`src/rtl/ps2_key_decoder.sv`:
```
// PS/2 set-2 scan-code decoder: prefix tracking, shift/caps state, ASCII translation
// and a small show-ahead FIFO of key events.
module ps2_key_decoder #(
    parameter int DEPTH = 4
) (
    input  logic                     clk,
    input  logic                     reset,
    input  logic [7:0]               rx_data,
    input  logic                     read_data,
    input  logic                     err,
    input  logic                     out_ready,
    output logic                     out_valid,
    output logic [7:0]               out_data,
    output logic                     overflow,
    output logic                     caps_on,
    output logic [$clog2(DEPTH):0]   fifo_count
);
    localparam int AW = $clog2(DEPTH);
    localparam int CW = AW + 1;

    typedef enum logic [1:0] {ST_IDLE, ST_E0, ST_F0, ST_E0F0} state_t;

    state_t         state_reg, state_next;
    logic           lshift_reg, lshift_next;
    logic           rshift_reg, rshift_next;
    logic           caps_held_reg, caps_held_next;
    logic           caps_reg, caps_next;
    logic           ev_valid_reg, ev_valid_next;
    logic [7:0]     ev_ascii_reg, ev_ascii_next;

    logic [7:0]     mem [DEPTH];
    logic [AW-1:0]  wr_ptr_reg, rd_ptr_reg;
    logic [CW-1:0]  count_reg;
    logic           overflow_reg;

    logic           is_letter, is_fixed;
    logic [7:0]     lower_ascii, fixed_ascii;
    logic           push, pop, wr_en;

    // Lowercase letter lookup plus the case-independent keys.
    always_comb begin
        is_letter   = 1'b1;
        lower_ascii = 8'h00;
        case (rx_data)
            8'h1C: lower_ascii = 8'h61;  8'h32: lower_ascii = 8'h62;
            8'h21: lower_ascii = 8'h63;  8'h23: lower_ascii = 8'h64;
            8'h24: lower_ascii = 8'h65;  8'h2B: lower_ascii = 8'h66;
            8'h34: lower_ascii = 8'h67;  8'h33: lower_ascii = 8'h68;
            8'h43: lower_ascii = 8'h69;  8'h3B: lower_ascii = 8'h6A;
            8'h42: lower_ascii = 8'h6B;  8'h4B: lower_ascii = 8'h6C;
            8'h3A: lower_ascii = 8'h6D;  8'h31: lower_ascii = 8'h6E;
            8'h44: lower_ascii = 8'h6F;  8'h4D: lower_ascii = 8'h70;
            8'h15: lower_ascii = 8'h71;  8'h2D: lower_ascii = 8'h72;
            8'h1B: lower_ascii = 8'h73;  8'h2C: lower_ascii = 8'h74;
            8'h3C: lower_ascii = 8'h75;  8'h2A: lower_ascii = 8'h76;
            8'h1D: lower_ascii = 8'h77;  8'h22: lower_ascii = 8'h78;
            8'h35: lower_ascii = 8'h79;  8'h1A: lower_ascii = 8'h7A;
            default: is_letter = 1'b0;
        endcase

        is_fixed    = 1'b1;
        fixed_ascii = 8'h00;
        case (rx_data)
            8'h45: fixed_ascii = 8'h30;  8'h16: fixed_ascii = 8'h31;
            8'h1E: fixed_ascii = 8'h32;  8'h26: fixed_ascii = 8'h33;
            8'h25: fixed_ascii = 8'h34;  8'h2E: fixed_ascii = 8'h35;
            8'h36: fixed_ascii = 8'h36;  8'h3D: fixed_ascii = 8'h37;
            8'h3E: fixed_ascii = 8'h38;  8'h46: fixed_ascii = 8'h39;
            8'h29: fixed_ascii = 8'h20;  8'h5A: fixed_ascii = 8'h0D;
            8'h66: fixed_ascii = 8'h08;
            default: is_fixed = 1'b0;
        endcase
    end

    always_comb begin
        state_next     = state_reg;
        lshift_next    = lshift_reg;
        rshift_next    = rshift_reg;
        caps_held_next = caps_held_reg;
        caps_next      = caps_reg;
        ev_valid_next  = 1'b0;
        ev_ascii_next  = ev_ascii_reg;
        if (read_data) begin
            if (err) begin
                state_next = ST_IDLE;
            end else begin
                case (state_reg)
                    ST_IDLE: begin
                        if (rx_data == 8'hF0) begin
                            state_next = ST_F0;
                        end else if (rx_data == 8'hE0) begin
                            state_next = ST_E0;
                        end else begin
                            // Translation uses modifier state from before this byte.
                            if (is_letter) begin
                                ev_valid_next = 1'b1;
                                ev_ascii_next = ((lshift_reg | rshift_reg) ^ caps_reg) ?
                                                (lower_ascii - 8'h20) : lower_ascii;
                            end else if (is_fixed) begin
                                ev_valid_next = 1'b1;
                                ev_ascii_next = fixed_ascii;
                            end
                            if (rx_data == 8'h12) lshift_next = 1'b1;
                            if (rx_data == 8'h59) rshift_next = 1'b1;
                            if (rx_data == 8'h58) begin
                                caps_held_next = 1'b1;
                                if (!caps_held_reg) caps_next = ~caps_reg;
                            end
                        end
                    end
                    ST_E0:   state_next = (rx_data == 8'hF0) ? ST_E0F0 : ST_IDLE;
                    ST_E0F0: state_next = ST_IDLE;
                    ST_F0: begin
                        state_next = ST_IDLE;
                        if (rx_data == 8'h12) lshift_next    = 1'b0;
                        if (rx_data == 8'h59) rshift_next    = 1'b0;
                        if (rx_data == 8'h58) caps_held_next = 1'b0;
                    end
                    default: state_next = ST_IDLE;
                endcase
            end
        end
    end

    always_ff @(posedge clk) begin
        if (reset) begin
            state_reg     <= ST_IDLE;
            lshift_reg    <= 1'b0;
            rshift_reg    <= 1'b0;
            caps_held_reg <= 1'b0;
            caps_reg      <= 1'b0;
            ev_valid_reg  <= 1'b0;
            ev_ascii_reg  <= 8'h00;
        end else begin
            state_reg     <= state_next;
            lshift_reg    <= lshift_next;
            rshift_reg    <= rshift_next;
            caps_held_reg <= caps_held_next;
            caps_reg      <= caps_next;
            ev_valid_reg  <= ev_valid_next;
            ev_ascii_reg  <= ev_ascii_next;
        end
    end

    // A full FIFO still accepts a push when the head leaves on the same edge.
    assign push  = ev_valid_reg;
    assign pop   = out_valid & out_ready;
    assign wr_en = push & ((count_reg < CW'(DEPTH)) | pop);

    always_ff @(posedge clk) begin
        if (reset) begin
            wr_ptr_reg   <= '0;
            rd_ptr_reg   <= '0;
            count_reg    <= '0;
            overflow_reg <= 1'b0;
        end else begin
            if (wr_en) begin
                mem[wr_ptr_reg] <= ev_ascii_reg;
                wr_ptr_reg      <= wr_ptr_reg + 1'b1;
            end
            if (pop) rd_ptr_reg <= rd_ptr_reg + 1'b1;
            if (push && !wr_en) overflow_reg <= 1'b1;
            count_reg <= count_reg + CW'(wr_en) - CW'(pop);
        end
    end

    assign out_valid  = (count_reg != '0);
    assign out_data   = out_valid ? mem[rd_ptr_reg] : 8'h00;
    assign overflow   = overflow_reg;
    assign caps_on    = caps_reg;
    assign fifo_count = count_reg;
endmodule
```
`config.mk`:
```
export PLATFORM = sky130hd
export DESIGN_NAME = ps2_key_decoder
export DESIGN_NICKNAME = d
export VERILOG_FILES = /design/src/rtl/ps2_key_decoder.sv
export SDC_FILE = /design/constraint.sdc
export NUM_CORES = 1
export LEC_CHECK = 0
export ABC_CLOCK_PERIOD_IN_PS = 2900
export CORE_MARGIN = 2
export CORE_UTILIZATION = 40
export DETAILED_ROUTE_END_ITERATION = 16
export GPL_ROUTABILITY_DRIVEN = 0
export SLEW_MARGIN = 20
export SYNTH_ARGS = -nofsm -noshare
export SYNTH_HDL_FRONTEND = slang
export SYNTH_SLANG_ARGS = --single-unit
```
`constraint.sdc`:
```
create_clock -name clk -period 2.9 [get_ports clk]
set_input_delay 0.58 -clock clk [delete_from_list [all_inputs] [get_ports clk]]
set_output_delay 0.58 -clock clk [all_outputs]
set_load 0.005 [all_outputs]
```
# [After elaboration in Yosys (flattened, before gate mapping)]
# Memories as Yosys holds them, arrays and structs flattened. A register that Yosys moved wholly into a read port is not among the register bits.
# Cells that the tools add are included.
[totals] wordCells=137 ram_bits=32 reg_bits=23 n_memories=1
[memory_table] name="mem" words=4 width=8 rd=1 rd_clocked_by_memory_dff=1 write_ports=1 line="31" text="logic [7:0] mem [DEPTH];"
[classes] magnitude_cmp=1 addsub=5 n_mux=35 reduce_logical=16 n_eq_ne=56 bitwise_logic=12
[op_table] cell="equality test 8 x 6 -> 1 bit (second input constant)" n=23
[op_table] cell="one-hot mux 7 bit (26 select lines)" n=1
[op_table] cell="equality test 8 x 7 -> 1 bit (second input constant)" n=11
[op_table] cell="one-hot mux 6 bit (13 select lines)" n=1
[op_table] cell="equality test 8 x 5 -> 1 bit (second input constant)" n=8
[op_table] cell="2-to-1 mux 8 bit" n=4
[op_table] cell="AND reduction 7 bit" n=4
[op_table] cell="OR reduction 26 bit" n=1
[op_table] cell="2-to-1 mux 1 bit" n=19
[op_table] cell="equality test 8 bit (second input constant)" n=2
[op_table] cell="!= test 2 bit (second input constant)" n=8
[op_table] cell="OR reduction 13 bit" n=1
[op_table] cell="2-to-1 mux 2 bit" n=6
[op_table] cell="subtractor 8 x 6 -> 8 bit (second input constant)" n=1
[op_table] cell="inverter 1 bit" n=7
[op_table] cell="one-hot mux 1 bit (2 select lines)" n=3
[op_table] cell="one-hot mux 2 bit (3 select lines)" n=1
[op_table] cell="AND reduction 6 bit" n=1
[op_table] cell="OR reduction 6 bit" n=1
[op_table] cell="adder 2 x 1 -> 2 bit (second input constant)" n=2
[op_table] cell="equality test 2 bit (second input constant)" n=2
[op_table] cell="!= test 4 bit (second input constant)" n=1
[op_table] cell="nonzero test 2 bit" n=2
[op_table] cell="adder 3 x 1 -> 3 bit" n=1
[op_table] cell="other kinds (12)" n=14

# [Logic depth before layout (Yosys ltp)]
[logic_depth] depth_word=7 ltp_mapped=12 ltp_nobuf=10

# [Worst setup path before layout]
# OpenSTA, ideal clock, no wires.
[synth_timing] path_type="input -> register" from="input rx_data[7]" to="register ev_ascii_reg[5]" slack_ns=0.112 t_required_ns=2.797 arrival_time_ns=2.684 cell_stages=11 setup_ns=0.103 path_cell_list="buf_4 or3b_1 buf_6 o41a_1 and4b_2 nand2_1 inv_1 ha_1 inv_1 a211oi_1 a2111oi_2"
[synth_via] elab_chain_len=5 word_cells_on_any_way=55
[synth_rtl] element="start, declared" line="8" text="input logic [7:0] rx_data,"
[synth_rtl] element="equality test 8 x 5 -> 1 bit (tied with other cells)" line="44" text="case (rx_data)"
[synth_rtl] element="one-hot mux 7 bit (26 select lines) (tied with other cells)" line="44"
[synth_rtl] element="subtractor 8 x 6 -> 8 bit (tied with other cells)" line="98" text="(lower_ascii - 8'h20) : lower_ascii;"
[synth_rtl] element="2-to-1 mux 8 bit or nonzero test 2 bit (tied branches)"
[synth_rtl] element="2-to-1 mux 8 bit or AND reduction 6 bit (tied branches)"
[synth_rtl] element="end signal, assigned" line="141" text="ev_ascii_reg <= ev_ascii_next;"
[synth_rtl] element="end, declared" line="29" text="logic [7:0] ev_ascii_reg, ev_ascii_next;"
# Parallel ways exist; a longest one is shown, timed or not. The select of a mux whose other input is x is not followed.
# A chain may end at the register's enable or synchronous reset.

# [Worst setup path in the final report]
[layout_timing] from="input rx_data[2]" to="register ev_ascii_reg[5]"
# The elaborated chain is that of the path after synthesis.

==> results.yml <==
detailed_routing:
  ant_nets: 0
  num_vias: 2599
  drt_iter0_markers: 107
  drt-total-wl_mm: 7.12
  dr.pass1.iters: 5
  routed_via_density: 5.27
  wl_per_cell_um: 14.4
  drc: 0
clock_network:
  hold_buffers: 0
  cts_root_buffer: "clkbuf_8"
  clk_latency_ns: 0.33
  tritoncts: "yes"
  ctsHtreeMaxLevel: 3
  clk_pin_slew_ns: 0.07
  cts.sinks: 57
  clock_path_buffers: 2
  cts_buffers: 9
synth:
  synth-edff-count: 32
  syn_avg_cell_area_um2: 10.7
  yosys_warnings: 0
  async_flop_share_pct: 0
  syn-cell-area_um2: 3400
  synth_fp_nets: 339
  synthCells: 317
  yosysSeqAreaShare_pct: 43.0
  synth_most_common_cell: "edfxtp_1"
  yosysTopAreaCellShare_pct: 28.3
  ys.flop_type: "edfxtp_1"
  synth_area_leaders: "edfxtp_1, dfxtp_1, mux4_2"
  ys_types: 72
  ys_ff_latch: 57
  synth_area_leader_cell: "edfxtp_1"
  synth_common_cells: "edfxtp_1, dfxtp_1, nor2_1"
worst_setup_path:
  r2r-start: "fifo_count[1]$_SDFF_PP0_"
  worst-setup-path-type: "in2reg"
  crit_fanout: 3
  crit_path_end_kind: "flip-flop"
  cp.arrival_ns: 2.96
  cp.required_ns: 3.14
  startpoint: "rx_data[2]"
  r2r_cells: 10
  worstSetupStartpointType: "input pin"
hold_path:
  min_path_cells: 2
  hold_class: "reg2reg"
  min_from: "overflow$_SDFFE_PP0P_"
global_routing:
  first_global_vias: 2513
  grtUsageMet1_pct: 20.6
  grt.met3_usage_pct: 3.99
  grt_max_degree: 30
  grt-busiest-layer: "met2"
  overflow: 0
  use_met2_pct: 26.6
  grt_pass1_wl_mm: 11.6
  antenna_found_initial: 0
  grt_usage_pct: 16.4
place:
  hpwl_mm: 5.28
  pre_cts_ws_ns: -0.344
  portBuffers: 26
die:
  core-area_um2: 8220
  die_area_um2: 9250
  die_w_um: 96.2
  dieHeight_um: 96.2
  start_util_pct: 41.4
  core.rowCount: 33
  ios: 27
final_layout:
  largest_reg_flops: 32
  fin_util_pct: 52.7
  drive_gt1_share_pct: 25.8
  nNetsFinal: 405
  antenna_cells: 0
  area_delta_synth_final_pct: 27.3
sta:
  fin_crit_sh_pct: 94.1
  setup_slack_ns: 0.172
  worstMarginPinSlew_ns: 0.570
  setup_viol: 0
  relSlewSlack_pct: 61.5
  finalSetupTns_ns: 0
  slew_violations: 0
  fin_crit_ns: 2.73
  rsz0062_at_grt: "no"
  finalHoldViolations: 0
  finClkSkew_ns: 0.0108
  fmax_ghz: 0.367
flow_run:
  maxCapViolCount: 0
power_and_ir_drop:
  total_power_mw: 2.64
  power.density_nw_per_um2: 611
  p_leak_nw: 1.68
  peakVddDrop_mv: 0.250
outcome:
  status: "completed"
area by class of cell:
type,instances,area (um^2)
fill,748,3890
inverter,15,56.3
sequential,57,1460
clock buffer,11,141
multi-input combinational,218,1740
timing repair buffer,82,694
tap,105,131
clock inverter,5,101
stage by stage:
| step | hold slack, ns | instance area, um^2 | std cells |
|---|---|---|---|
| after floorplan | 0.452 | 3400 | 317 |
| after global placement | 0.452 | 4040 | 475 |
| after detailed placement | 0.466 | 4040 | 475 |
| after CTS | 0.482 | 4280 | 491 |
| after global routing | 0.518 | 4330 | 493 |
| final | 0.478 | 4330 | 493 |
layer usage:
layer,up-vias,share of wire (%)
li1,1302,-
met1,1230,48
met2,57,47
met3,10,4.0
met4,0,1.7
met5,-,0
repair_timing:
item / in CTS / in global routing
setup buffers: 0 / 2
gates resized for setup: 0 / 10
endpoints found under the hold margin: 0 / 0
endpoints found under the setup margin: 0 / 1
logic make-up (layout without fill, tap and decap cells):
logic type	count (synthesis)	in the layout	synth area share, %
AOI/OAI and AO/OA	59	59	13.5
xor gates and xnor gates	10	10	2.58
adders and majority gates	9	9	3.53
buffers and inverters	42	113	6.29
DFF	57	57	43.0
muxes	20	20	9.02
and+or+nand+nor	120	120	22.1
power breakdown:
part | switching [mW] | internal [mW]
clock | 0.312 | 0.593
combinational | 0.303 | 0.507
sequential | 0.0386 | 0.889
worst paths after layout:
kind                                  endpoint  slack (ns)
setup / recovery  ev_ascii_reg[5]$_SDFFE_PP0P_        0.17
hold / removal           overflow$_SDFFE_PP0P_        0.48
setup reg to reg      fifo_count[2]$_SDFF_PP0_        0.52
hold reg to reg          overflow$_SDFFE_PP0P_        0.48
worst max-delay path, cell delays in order:
cell and delay [ns]:
clkdlybuf4s50_1 0.43, or4b_1 0.56, a211oi_2 0.24, or3_4 0.16, and4b_2 0.23, nand2_1 0.09
inv_1 0.06, ha_1 0.26, inv_1 0.05, a211oi_1 0.04, a2111oi_2 0.26
placed cells by master, fill, tap and decap left out, drive strengths merged, types with 2 or more instances in the layout:
cell type,instances
a2111oi,2
a211o,4
a211oi,5
a21oi,16
a22oi,2
a31oi,4
a32o,2
a41o,2
and2,13
and3,3
buf,56
bufinv,3
clkbuf,11
clkdlybuf4s50,22
dfxtp,25
dlymetal6s2s,4
edfxtp,32
ha,8
inv,16
mux2,2
mux2i,10
mux4,8
nand2,11
nand2b,13
nand3,7
nand4,5
nand4b,5
nor2,24
nor2b,9
nor3,6
nor3b,3
nor4b,2
o21ai,8
or3,5
or3b,3
or4b,3
xnor2,8
xor2,2
Power figures use the tool's default switching activity.
